<file path="src/rtl/y86_pkg.sv">
// Shared Y86-64 definitions: instruction codes, the "no register" marker
// and the encoded length of each instruction class.
package y86_pkg;

  localparam logic [3:0] I_HALT   = 4'h0;
  localparam logic [3:0] I_NOP    = 4'h1;
  localparam logic [3:0] I_RRMOVQ = 4'h2;
  localparam logic [3:0] I_IRMOVQ = 4'h3;
  localparam logic [3:0] I_RMMOVQ = 4'h4;
  localparam logic [3:0] I_MRMOVQ = 4'h5;
  localparam logic [3:0] I_OPQ    = 4'h6;
  localparam logic [3:0] I_JXX    = 4'h7;
  localparam logic [3:0] I_CALL   = 4'h8;
  localparam logic [3:0] I_RET    = 4'h9;
  localparam logic [3:0] I_PUSHQ  = 4'hA;
  localparam logic [3:0] I_POPQ   = 4'hB;

  localparam logic [3:0] RNONE = 4'hF;

  localparam int IMG_BYTES = 10;

  typedef enum logic {
    S_IDLE,
    S_EMIT
  } enc_state_e;

  // Encoded length in bytes; 0 marks an icode with no encoding.
  function automatic logic [3:0] instr_len(input logic [3:0] icode);
    case (icode)
      I_HALT, I_NOP, I_RET:                 instr_len = 4'd1;
      I_RRMOVQ, I_OPQ, I_PUSHQ, I_POPQ:     instr_len = 4'd2;
      I_JXX, I_CALL:                        instr_len = 4'd9;
      I_IRMOVQ, I_RMMOVQ, I_MRMOVQ:         instr_len = 4'd10;
      default:                              instr_len = 4'd0;
    endcase
  endfunction

endpackage

</file>
<file path="src/rtl/y86_instr_pack.sv">
// Combinational packer: turns decoded instruction fields into the byte image
// that memory should hold, byte 0 in image[7:0], valC little-endian.
module y86_instr_pack
  import y86_pkg::*;
(
  input  logic [3:0]              icode,
  input  logic [3:0]              ifun,
  input  logic [3:0]              rA,
  input  logic [3:0]              rB,
  input  logic [63:0]             valC,
  output logic [8*IMG_BYTES-1:0]  image,
  output logic [3:0]              len
);

  always_comb begin
    // NOTE: every output gets a default before the case so no latch is inferred.
    image      = '0;
    len        = instr_len(icode);
    image[7:0] = {icode, ifun};
    case (icode)
      I_RRMOVQ, I_OPQ: image[15:8] = {rA, rB};
      I_PUSHQ, I_POPQ: image[15:8] = {rA, RNONE};
      I_IRMOVQ: begin
        image[15:8]  = {RNONE, rB};
        image[79:16] = valC;
      end
      I_RMMOVQ, I_MRMOVQ: begin
        image[15:8]  = {rA, rB};
        image[79:16] = valC;
      end
      I_JXX, I_CALL: image[71:8] = valC;
      default: ;
    endcase
  end

endmodule

</file>
<file path="src/rtl/y86_instr_encoder.sv">
// Serialises one decoded Y86-64 instruction per handshake into instruction
// memory, one byte per accepted write, advancing a running write PC.
module y86_instr_encoder
  import y86_pkg::*;
#(
  parameter int          ADDR_W  = 10,
  parameter int unsigned PC_INIT = 0
) (
  input  logic              clk,
  input  logic              rst_n,
  input  logic              in_valid,
  output logic              in_ready,
  input  logic [3:0]        icode,
  input  logic [3:0]        ifun,
  input  logic [3:0]        rA,
  input  logic [3:0]        rB,
  input  logic [63:0]       valC,
  input  logic              load_pc,
  input  logic [ADDR_W-1:0] pc_load_val,
  output logic              mem_we,
  output logic [ADDR_W-1:0] mem_addr,
  output logic [7:0]        mem_wdata,
  input  logic              mem_wready,
  output logic              instr_done,
  output logic              err_icode,
  output logic [ADDR_W-1:0] wr_pc
);

  localparam int IMG_W = 8 * IMG_BYTES;

  enc_state_e        state_q, state_d;
  logic [ADDR_W-1:0] wr_pc_q, wr_pc_d;
  logic              mem_we_q, mem_we_d;
  logic [ADDR_W-1:0] mem_addr_q, mem_addr_d;
  logic [7:0]        mem_wdata_q, mem_wdata_d;
  logic [IMG_W-1:0]  image_q, image_d;
  logic [3:0]        idx_q, idx_d;
  logic [3:0]        len_q, len_d;
  logic              err_icode_q, err_icode_d;

  logic [IMG_W-1:0]  pack_image;
  logic [3:0]        pack_len;

  y86_instr_pack u_pack (
    .icode (icode),
    .ifun  (ifun),
    .rA    (rA),
    .rB    (rB),
    .valC  (valC),
    .image (pack_image),
    .len   (pack_len)
  );

  always_comb begin
    state_d     = state_q;
    wr_pc_d     = wr_pc_q;
    mem_we_d    = mem_we_q;
    mem_addr_d  = mem_addr_q;
    mem_wdata_d = mem_wdata_q;
    image_d     = image_q;
    idx_d       = idx_q;
    len_d       = len_q;
    err_icode_d = 1'b0;
    instr_done  = 1'b0;
    in_ready    = (state_q == S_IDLE) && !load_pc;

    case (state_q)
      S_IDLE: begin
        if (load_pc) begin
          wr_pc_d = pc_load_val;
        end else if (in_valid) begin
          if (pack_len == 4'd0) begin
            err_icode_d = 1'b1;
          end else begin
            // image_q keeps only the bytes still to be put on the bus.
            state_d     = S_EMIT;
            mem_we_d    = 1'b1;
            mem_addr_d  = wr_pc_q;
            mem_wdata_d = pack_image[7:0];
            image_d     = {8'h00, pack_image[IMG_W-1:8]};
            idx_d       = 4'd0;
            len_d       = pack_len;
          end
        end
      end
      S_EMIT: begin
        if (load_pc) begin
          wr_pc_d  = pc_load_val;
          mem_we_d = 1'b0;
          state_d  = S_IDLE;
        end else if (mem_wready) begin
          if (idx_q == len_q - 4'd1) begin
            instr_done = 1'b1;
            mem_we_d   = 1'b0;
            wr_pc_d    = wr_pc_q + ADDR_W'(len_q);
            state_d    = S_IDLE;
          end else begin
            idx_d       = idx_q + 4'd1;
            mem_addr_d  = mem_addr_q + ADDR_W'(1);
            mem_wdata_d = image_q[7:0];
            image_d     = {8'h00, image_q[IMG_W-1:8]};
          end
        end
      end
    endcase
  end

  always_ff @(posedge clk or negedge rst_n) begin
    if (!rst_n) begin
      state_q     <= S_IDLE;
      wr_pc_q     <= ADDR_W'(PC_INIT);
      mem_we_q    <= 1'b0;
      mem_addr_q  <= '0;
      mem_wdata_q <= '0;
      image_q     <= '0;
      idx_q       <= '0;
      len_q       <= '0;
      err_icode_q <= 1'b0;
    end else begin
      // NOTE: non-blocking so every flop samples the pre-edge value of the others.
      state_q     <= state_d;
      wr_pc_q     <= wr_pc_d;
      mem_we_q    <= mem_we_d;
      mem_addr_q  <= mem_addr_d;
      mem_wdata_q <= mem_wdata_d;
      image_q     <= image_d;
      idx_q       <= idx_d;
      len_q       <= len_d;
      err_icode_q <= err_icode_d;
    end
  end

  assign mem_we    = mem_we_q;
  assign mem_addr  = mem_addr_q;
  assign mem_wdata = mem_wdata_q;
  assign err_icode = err_icode_q;
  assign wr_pc     = wr_pc_q;

endmodule
</file>
<file path="config.mk">
export PLATFORM = sky130hd
export DESIGN_NAME = y86_instr_encoder
export DESIGN_NICKNAME = d
export VERILOG_FILES = /design/src/rtl/y86_pkg.sv /design/src/rtl/y86_instr_pack.sv /design/src/rtl/y86_instr_encoder.sv
export SDC_FILE = /design/constraint.sdc
export NUM_CORES = 1
export LEC_CHECK = 0
export CORE_UTILIZATION = 34
export DETAILED_ROUTE_END_ITERATION = 8
export GPL_TIMING_DRIVEN = 0
export PLACE_DENSITY = 0.63
export SYNTH_ARGS = -nofsm -noshare
export SYNTH_HDL_FRONTEND = slang
export SYNTH_HIERARCHICAL = 1
export SYNTH_SLANG_ARGS = --single-unit
</file>
<file path="constraint.sdc">
create_clock -name clk -period 2.4 [get_ports clk]
set_clock_uncertainty 0.15 [all_clocks]
set_input_delay 0.36 -clock clk [delete_from_list [all_inputs] [get_ports clk]]
set_output_delay 0.36 -clock clk [all_outputs]
set_load 0.02 [all_outputs]
</file>
==> impl_metrics.yaml, run 1 <==
status:
  status: "complete, no violations"
grt:
  grt_usage_pct: 22.5
  grt_start_max_net_pins: 70
  first_global_vias: 7155
  grt_pass1_wl_um: 39500
  antenna_found_initial: 0
  overflow: 0
synthesis:
  async_reset_ff_share_pct: 100
  synth-edff-count: 0
  yosys_register_bits: 111
  yosys_most_used_dff: "dfrtp_1"
  syn_nets: 985
  synth_top_area_cell: "dfrtp_1"
  synthCells: 882
  avgSynthCellArea_um2: 8.58
  netlist_area_um2: 7570
  synth_top_area_share_pct: 36.7
  synth_area_leaders: "dfrtp_1 (37%), mux2i_1 (11%), a21oi_1 (9.6%), a32oi_1 (6.5%), nor2b_1 (5.0%)"
  synthDistinctLibCells: 61
  synth_seq_area_share_pct: 36.7
  yosysWarnings: 6
pwr:
  total_power_mw: 8.46
  p_int_mw: 5.15
  vdd_drop_max_mv: 0.316
  power_switching_mw: 3.30
  p_seq_share_pct: 38.8
  power_frac_clock_pct: 17.6
  netSwitchingFraction_pct: 39.1
  cellPowerDensity_nw_per_um2: 828
  power.leakage_nw: 3.93
  combPwrFrac_pct: 43.7
clock_tree:
  htreeDepth: 3
  cts.path.max_buffers: 2
  numCtsBuffers: 9
  clkLatencyLatePin_ns: 0.36
  cts_tree: "built"
  clkTransAtPathRegs_ns: 0.08
  clock_sinks: 111
  cts-root-buf: "clkbuf_16"
timing:
  fmax_mhz: 422
  worst_pin_slew_ns: 0.788
  period_share_pct: 98.7
  slew_violations: 0
  setup_viol: 0
  slew_headroom_pct: 47.5
  period_minus_slack_ns: 2.37
  finalHoldViolations: 0
  setup_slack_ns: 0.0302
  rsz0062_at_grt: "true"
route:
  vias: 7521
  dr.pass1.iters: 5
  drtIter0Drc: 779
  ant_nets: 0
  routed_via_density: 5.68
  routed_wl_um: 25800
  drc_errors: 0
  routedWlPerCell_um: 19.4
placement:
  routabilityCongestion: 0.786
  pre_cts_ws_ns: -1.36
  dp_cells: 1284
  portBuffers: 121
  dp_hpwl_um: 18400
setup_path:
  crit_path_end_kind: "output pin"
  reg2reg_from: "len_q[0]$_DFFE_PN0P_"
  crit_slowest_cell: "dfrtp_2"
  start_kind: "flop"
  crit_buf_inv: 3
  slowest_delay_ns: 0.43
  crit_chain: "inv_2 > ha_4 > xnor2_4 > nor3_4 > buf_6 > and3_4 > buf_6"
  crit_family: "flip-flops"
  required_ns: 1.89
  crit_type: "flop to output pin"
  critical_path.startpoint: "len_q[0]$_DFFE_PN0P_"
  path_max_fanout: 3
  arrival_ns: 1.86
  crit_path_frequent_cell: "buf_6"
floorplan:
  die-area_um2: 22900
  ios: 127
  die-height_um: 151
  die_w_um: 151
  rows: 54
  core-area_um2: 21800
  start_util_pct: 34.7
finish:
  final_cells: 1325
  final_common_cell: "a21oi_1"
  area_delta_synth_final_pct: 34.9
  drive_above_1_share_pct: 18.9
  most-common-layout-cells: "a21oi_1 (121), clkdlybuf4s50_1 (115), dfrtp_1 (109)"
  nFillCells: 2081
  diodes: 0
  final_nets: 1143
hold_path:
  hold_class: "input port to flop"
  min-delay-start: "icode[0]"
flow_run:
  cap_violations: 0
## path summary, 6_finish.rpt
kind,to,slack (ns),depth (start not counted)
max reg2reg,mem_addr[4]$_DFFE_PN0P_,0.07,9
max,instr_done,0.03,7
min,mem_wdata[4]$_DFFE_PN0P_,0.16,3
max in group asynchronous,image_q[23]$_DFFE_PN0P_,1.07,3
min reg2reg,idx_q[3]$_DFFE_PN0P_,0.36,1
min in group asynchronous,wr_pc[8]$_DFFE_PN0P_,0.34,2
## metrics by stage
stage               setup TNS, ns  hold slack [ns]  utilization [%]  cell area (µm²)
floorplan                  -0.735          -0.0856                -             7720
global placement          -545.30            0.334             42.5             9290
detailed placement        -128.67            0.169             42.7             9310
CTS                      -0.00302            0.153             45.0             9820
global route              -0.0858            0.178             46.8            10200
finish                          0            0.159             46.8            10200
## final cells by class
type / count / area, µm² / area share, %
multi-input combinational: 674 / 4620 / 45.2
clock buffer: 12 / 246 / 2.41
clock inverter: 4 / 31.3 / 0.306
inverter: 9 / 33.8 / 0.331
buffer: 83 / 646 / 6.32
timing repair buffer: 152 / 1510 / 14.8
tap: 280 / 350 / 3.43
sequential: 111 / 2780 / 27.2
## what timing repair did
| item | CTS | global route |
|---|---|---|
| endpoints found under the setup margin | 111 | 96 |
| pin swaps | 4 | 8 |
| endpoints found under the hold margin | 42 | 0 |
| cloned | 0 | 3 |
| buffers inserted | 12 | 14 |
| resized for setup | 58 | 95 |
| hold buffers | 1 | 0 |
## state kept, by name, indices dropped and copies added (netlist names)
register / count
image_q: 72
mem_addr: 10
wr_pc: 10
mem_wdata: 8
idx_q: 4
len_q: 4
err_icode: 1
mem_we: 1
state_q: 1
## cells by family (layout without fill, tap and decap cells)
kind of cell / Yosys count / in the layout / share of synthesized area, %
AOI/OAI and AO/OA: 331 / 331 / 26.5
xor gates and xnor gates: 11 / 11 / 1.47
adders and majority gates: 8 / 8 / 1.42
buffers and inverters: 97 / 260 / 6.69
DFF: 111 / 111 / 36.7
muxes: 84 / 84 / 11.1
other: 1 / 1 / 0.0495
and+or+nand+nor: 239 / 239 / 16.0
## power by group through the flow
| stage | logic, mW | registers, mW | clock network (mW) |
|---|---|---|---|
| finish | 3.69 | 3.28 | 1.48 |
| CTS | 3.36 | 3.21 | 1.50 |
| detailed placement | 3.17 | 3.25 | 0 |
| global placement | 3.11 | 3.23 | 0 |
| global route | 4.03 | 3.39 | 1.58 |
| floorplan | 1.85 | 3.30 | 0 |
## worst reg2reg max path: stages (launching register included)
cell and delay [ns]:
dfrtp_2 0.43, inv_2 0.08, ha_4 0.22, xnor2_4 0.19, nor3_4 0.07, buf_4 0.15, a31oi_4 0.35, clkbuf_16 0.25
nand2_1 0.05, a221o_1 0.28
## synth_stat cells (all sizes together), types with 6 or more instances
cell type,instances
a21oi,147
a22oi,8
a32oi,56
and2,12
buf,58
clkbuf,30
dfrtp,111
ha,7
inv,9
mux2i,82
nand2,45
nand2b,8
nand4,6
nor2,84
nor2b,60
o21ai,81
o22ai,9
xnor2,7
## layer usage
metal | track usage (%) | routed length [µm] | up-vias
met3 | 2.41 | 1570 | 26
met1 | 32.0 | 11500 | 3699
met2 | 35.5 | 12200 | 256
met5 | 0 | 0 | -
met4 | 7.15 | 482 | 0
li1 | - | - | 3540
Power figures use the tool's default switching activity.
==> run 2, diff against run 1 <==
--- a/config.mk
+++ b/config.mk
@@ -9,5 +9,5 @@
 export DETAILED_ROUTE_END_ITERATION = 8
 export GPL_TIMING_DRIVEN = 0
-export PLACE_DENSITY = 0.63
+export PLACE_DENSITY = 0.65
 export SYNTH_ARGS = -nofsm -noshare
 export SYNTH_HDL_FRONTEND = slang
==> constraint.sdc (replaced) <==
create_clock -name clk -period 2 [get_ports clk]
set_clock_uncertainty 0.15 [all_clocks]
set_input_delay 0.3 -clock clk [delete_from_list [all_inputs] [get_ports clk]]
set_output_delay 0.3 -clock clk [all_outputs]
set_load 0.005 [all_outputs]
==> impl_metrics.yaml, run 2 (same netlist as run 1, synthesis figures left out) <==
grt:
  grt_usage_pct: 22.7
  first_global_vias: 7333
  grt_start_max_net_pins: 88
  overflow: 0
  grt_pass1_wl_um: 40000
  antenna_found_initial: 0
setup_path:
  crit_type: "input port to flop"
  crit_chain: "buf_12 > buf_8 > buf_12 > nand2_8 > a21oi_2 > or2_4 > or4_4 > a21oi_4 > a31oi_4 > buf_12 > buf_16 > buf_6 > o211a_1 > o21ai_2"
  required_ns: 2.14
  arrival_ns: 2.52
  reg2reg_to: "mem_addr[4]$_DFFE_PN0P_"
  reg2regPathDepth: 11
  r2r_slack_ns: -0.28
  crit_path_end_kind: "flop"
  crit_slowest_cell: "or4_4"
  slowest_delay_ns: 0.62
  start_kind: "input port"
  path_max_fanout: 7
  crit_family: "simple AND/OR/NAND/NOR gates"
  crit_path_frequent_cell: "buf_12"
  reg2reg_from: "len_q[0]$_DFFE_PN0P_"
  crit_buf_inv: 6
clock_tree:
  cts.path.max_buffers: 2
  cts-root-buf: "clkbuf_16"
  clock_sinks: 111
  cts_tree: "built"
  htreeDepth: 3
  clkTransAtPathRegs_ns: 0.07
  clkLatencyLatePin_ns: 0.36
  numCtsBuffers: 9
route:
  routed_via_density: 5.62
  routedWlPerCell_um: 19.2
  routed_wl_um: 25800
  dr.pass1.iters: 5
  vias: 7528
  drtIter0Drc: 592
  ant_nets: 0
  drc_errors: 0
timing:
  fmax_mhz: 421
  finalHoldViolations: 0
  hold-worst-slack_ns: 0.0837
  rsz0062_at_grt: "true"
  setup_viol: 108
  setup_tns_ns: -29.61
  slew_violations: 0
  setup_slack_ns: -0.377
  period_minus_slack_ns: 2.38
  period_share_pct: 119
  slew_headroom_pct: 48.3
  worst_pin_slew_ns: 0.775
finish:
  nFillCells: 1986
  drive_above_1_share_pct: 21.9
  multi_input_area_um2: 4790
  final_common_cell: "a21oi_1"
  design_area_um2: 10700
  largest_register_ffs: 72
  regArea_um2: 2780
  area_delta_synth_final_pct: 41.4
  regMostFlops: "image_q"
  final_nets: 1156
  most-common-layout-cells: "a21oi_1 (117), clkdlybuf4s50_1 (115), dfrtp_1 (110)"
hold_path:
  holdPathEnd: "mem_wdata[2]$_DFFE_PN0P_"
  hold_class: "input port to flop"
  min-delay-start: "ifun[2]"
  holdPathStages: 3
floorplan:
  rows: 54
  die-height_um: 151
  start_util_pct: 34.7
  die-area_um2: 22900
  core-area_um2: 21800
  die_w_um: 151
  ios: 127
placement:
  dp_hpwl_um: 17900
  routabilityCongestion: 0.867
  pre_cts_ws_ns: -1.67
  dpl_cell_area_um2: 9360
  portBuffers: 121
pwr:
  total_power_mw: 10.5
  power.leakage_nw: 4.12
  cellPowerDensity_nw_per_um2: 979
  vdd_drop_max_mv: 0.482
status:
  violations: "negative setup slack"
  status: "complete, but fails checks"
flow_run:
  cap_violations: 0
==> run 2: power by group <==
part	switching, mW	total (mW)	internal, mW	leakage, nW
Combinational	2.14	4.55	2.41	2.66
Clock	0.879	1.89	1.01	0.146
Sequential	0.871	4.04	3.17	1.31
==> run 2: per-stage QoR <==
stage,util [%],instances
floorplan,-,882
global placement,42.7,1283
detailed placement,42.9,1284
CTS,48.3,1334
global route,49.0,1338
finish,49.1,1339
==> run 2: per-layer routing <==
layer / up-vias / global-route usage, % / share of wire, %
met3: 33 / 4.04 / 5.9
met1: 3661 / 30.3 / 44
met2: 272 / 37.4 / 48
met5: - / 0 / 0
met4: 0 / 6.65 / 1.8
li1: 3562 / - / -
==> run 2: how the worst max path moves through the flow <==
stage | depth (start not counted) | end | slack [ns] | from
floorplan | 11 | image_q[0]$_DFFE_PN0P_ | -0.34 | icode[1]
global placement | 1 | image_q[42]$_DFFE_PN0P_ | -4.03 | rst_n
detailed placement | 11 | image_q[57]$_DFFE_PN0P_ | -1.67 | icode[3]
CTS | 14 | mem_addr[5]$_DFFE_PN0P_ | -0.34 | icode[1]
global route | 14 | mem_addr[5]$_DFFE_PN0P_ | -0.44 | icode[1]
finish | 14 | mem_addr[5]$_DFFE_PN0P_ | -0.38 | icode[1]
==> run 2: timing repair <==
| action | in CTS | in global routing |
|---|---|---|
| setup buffers | 29 | 3 |
| pin swaps | 16 | 12 |
| cloned | 6 | 1 |
| gates resized for setup | 168 | 45 |
| setup endpoints to repair | 113 | 112 |
| endpoints found under the hold margin | 24 | 0 |
| hold buffers | 1 | 0 |
==> run 2: worst reg2reg max path, delay by kind of cell (launching register included) <==
kind                       cells  cell delay, ns
buffers and inverters          5            0.64
xor gates and xnor gates       1            0.15
and+or+nand+nor                2            0.11
DFF                            1            0.44
adders and majority gates      1            0.21
AOI/OAI and AO/OA              2            0.47
==> run 2: area by class of cell <==
class                   instances  area share, %
diodes                          1         0.0234
plain buffers                  86           7.12
clock buffers                  11           2.27
clock inverters                 5          0.526
inverters                       9          0.316
multi-input cells             674           44.7
flip-flops and latches        111           26.0
well taps                     280           3.27
repair buffers                162           15.8
==> run 3, diff against run 2 <==
Settings changed: DONT_BUFFER_PORTS set to 1, PLACE_DENSITY 0.65 to 0.58.
==> impl_metrics.yaml, run 3 (same netlist as run 1, synthesis figures left out) <==
timing:
  setup_slack_ns: -0.242
  hold-worst-slack_ns: -0.528
  setup_viol: 104
  slew_headroom_pct: 47.0
  fmax_mhz: 446
  period_minus_slack_ns: 2.24
  rsz0062_at_grt: "true"
  slew_violations: 0
  worst_pin_slew_ns: 0.794
  finalHoldViolations: 111
  period_share_pct: 112
grt:
  grt_pass1_wl_um: 39600
  overflow: 0
  grt_start_max_net_pins: 112
  antenna_found_initial: 0
  grt_usage_pct: 22.9
  first_global_vias: 6875
placement:
  dpl_cell_area_um2: 8120
  routabilityCongestion: 0.835
  dp_hpwl_um: 17700
  dp_cells: 1162
  portBuffers: 0
  pre_cts_ws_ns: -1.07
setup_path:
  crit_family: "flip-flops"
  crit_type: "flop to output pin"
  slowest_delay_ns: 0.44
  crit_path_end_kind: "output pin"
  crit_slowest_cell: "dfrtp_2"
  start_kind: "flop"
  required_ns: 1.55
  arrival_ns: 1.79
  crit_chain: "inv_2 > ha_4 > xor3_1 > nor3_4 > buf_6 > and3_4"
  path_max_fanout: 4
  reg2regPathDepth: 10
  crit_buf_inv: 2
  crit_cells: 6
clock_tree:
  cts_tree: "built"
  cts-root-buf: "clkbuf_16"
  htreeDepth: 3
  numCtsBuffers: 9
  ctsHoldBuffers: 9
  clkTransAtPathRegs_ns: 0.07
  clkLatencyLatePin_ns: 0.37
  cts.path.max_buffers: 2
  clock_sinks: 111
floorplan:
  die_w_um: 151
  rows: 54
  die-area_um2: 22900
  start_util_pct: 34.7
  ios: 127
  die-height_um: 151
  core-area_um2: 21800
finish:
  design_area_um2: 10300
  drive_above_1_share_pct: 32.0
  final_cells: 1233
  diodes: 0
  final_nets: 1051
  largest_register_ffs: 72
  regMostFlops: "image_q"
  area_delta_synth_final_pct: 36.7
  post-route-util_pct: 47.4
  final_common_cell: "dfrtp_1"
  most-common-layout-cells: "dfrtp_1 (110), mux2i_1 (82), a21oi_1 (72)"
route:
  routed_via_density: 5.80
  routedWlPerCell_um: 21.4
  drtIter0Drc: 378
  met2_length_um: 12700
  drc_errors: 0
  ant_nets: 0
  wl_met1_um: 11000
  routed_wl_um: 26400
  vias: 7147
  dr.pass1.iters: 5
  top_layer_used: "met4"
  met3WireLength_um: 2100
hold_path:
  hold_class: "input port to asynchronous set/reset pin"
pwr:
  power.leakage_nw: 3.85
  cellPowerDensity_nw_per_um2: 1050
  vdd_drop_max_mv: 0.474
  total_power_mw: 10.9
status:
  violations: "negative hold slack, negative setup slack"
  status: "complete, but fails checks"
flow_run:
  cap_violations: 0
run 3: report_power, final:
group | switching, mW | internal [mW]
sequential | 1.17 | 3.17
combinational | 2.19 | 2.43
clock | 0.906 | 1.01
total | 4.26 | 6.62
run 3: per-layer routing:
metal | up-vias | track usage [%]
met5 | - | 0
li1 | 3343 | -
met3 | 37 | 7.14
met4 | 0 | 5.65
met1 | 3522 | 29.0
met2 | 245 | 37.6
run 3: worst paths after layout:
| kind | start | to | slack, ns |
|---|---|---|---|
| setup / recovery | len_q[0]$_DFFE_PN0P_ | instr_done | -0.24 |
| hold / removal | rst_n | image_q[1]$_DFFE_PN0P_ | -0.53 |
| setup reg to reg | len_q[0]$_DFFE_PN0P_ | mem_addr[4]$_DFFE_PN0P_ | -0.19 |
| hold reg to reg | idx_q[3]$_DFFE_PN0P_ | idx_q[3]$_DFFE_PN0P_ | 0.35 |
| max in group asynchronous | rst_n | image_q[42]$_DFFE_PN0P_ | 1.98 |
| min in group clk | valC[61] | image_q[69]$_DFFE_PN0P_ | 0.01 |
run 3: stage by stage:
| step | TNS [ns] | hold WS [ns] |
|---|---|---|
| after floorplan | -31.76 | -0.146 |
| after detailed placement | -101.59 | -0.138 |
| after global routing | -19.31 | -0.541 |
| final | -14.53 | -0.528 |
| after CTS | -15.81 | -0.538 |
| after global placement | -101.16 | -0.138 |
run 3: what timing repair did:
action,CTS,global route
setup endpoints to repair,112,109
endpoints found under the hold margin,120,111
gates cloned,9,5
setup buffers,31,11
pin swaps,21,15
resized for setup,219,120
run 3: area by class of cell:
cell class | instances | area (µm²)
flip-flops and latches | 111 | 2780
repair buffers | 61 | 806
multi-input cells | 674 | 5290
clock buffers | 10 | 239
plain buffers | 82 | 783
well taps | 280 | 350
inverters | 9 | 33.8
clock inverters | 6 | 66.3
fillers | 2011 | 11500
run 3: worst reg2reg max path, delay by kind of cell (launching register included):
family	cells	cell delay [ns]
simple gates	2	0.11
compound gates	2	0.52
buf+inv	4	0.49
xor+xnor	1	0.16
fa+ha+maj	1	0.21
flops	1	0.44
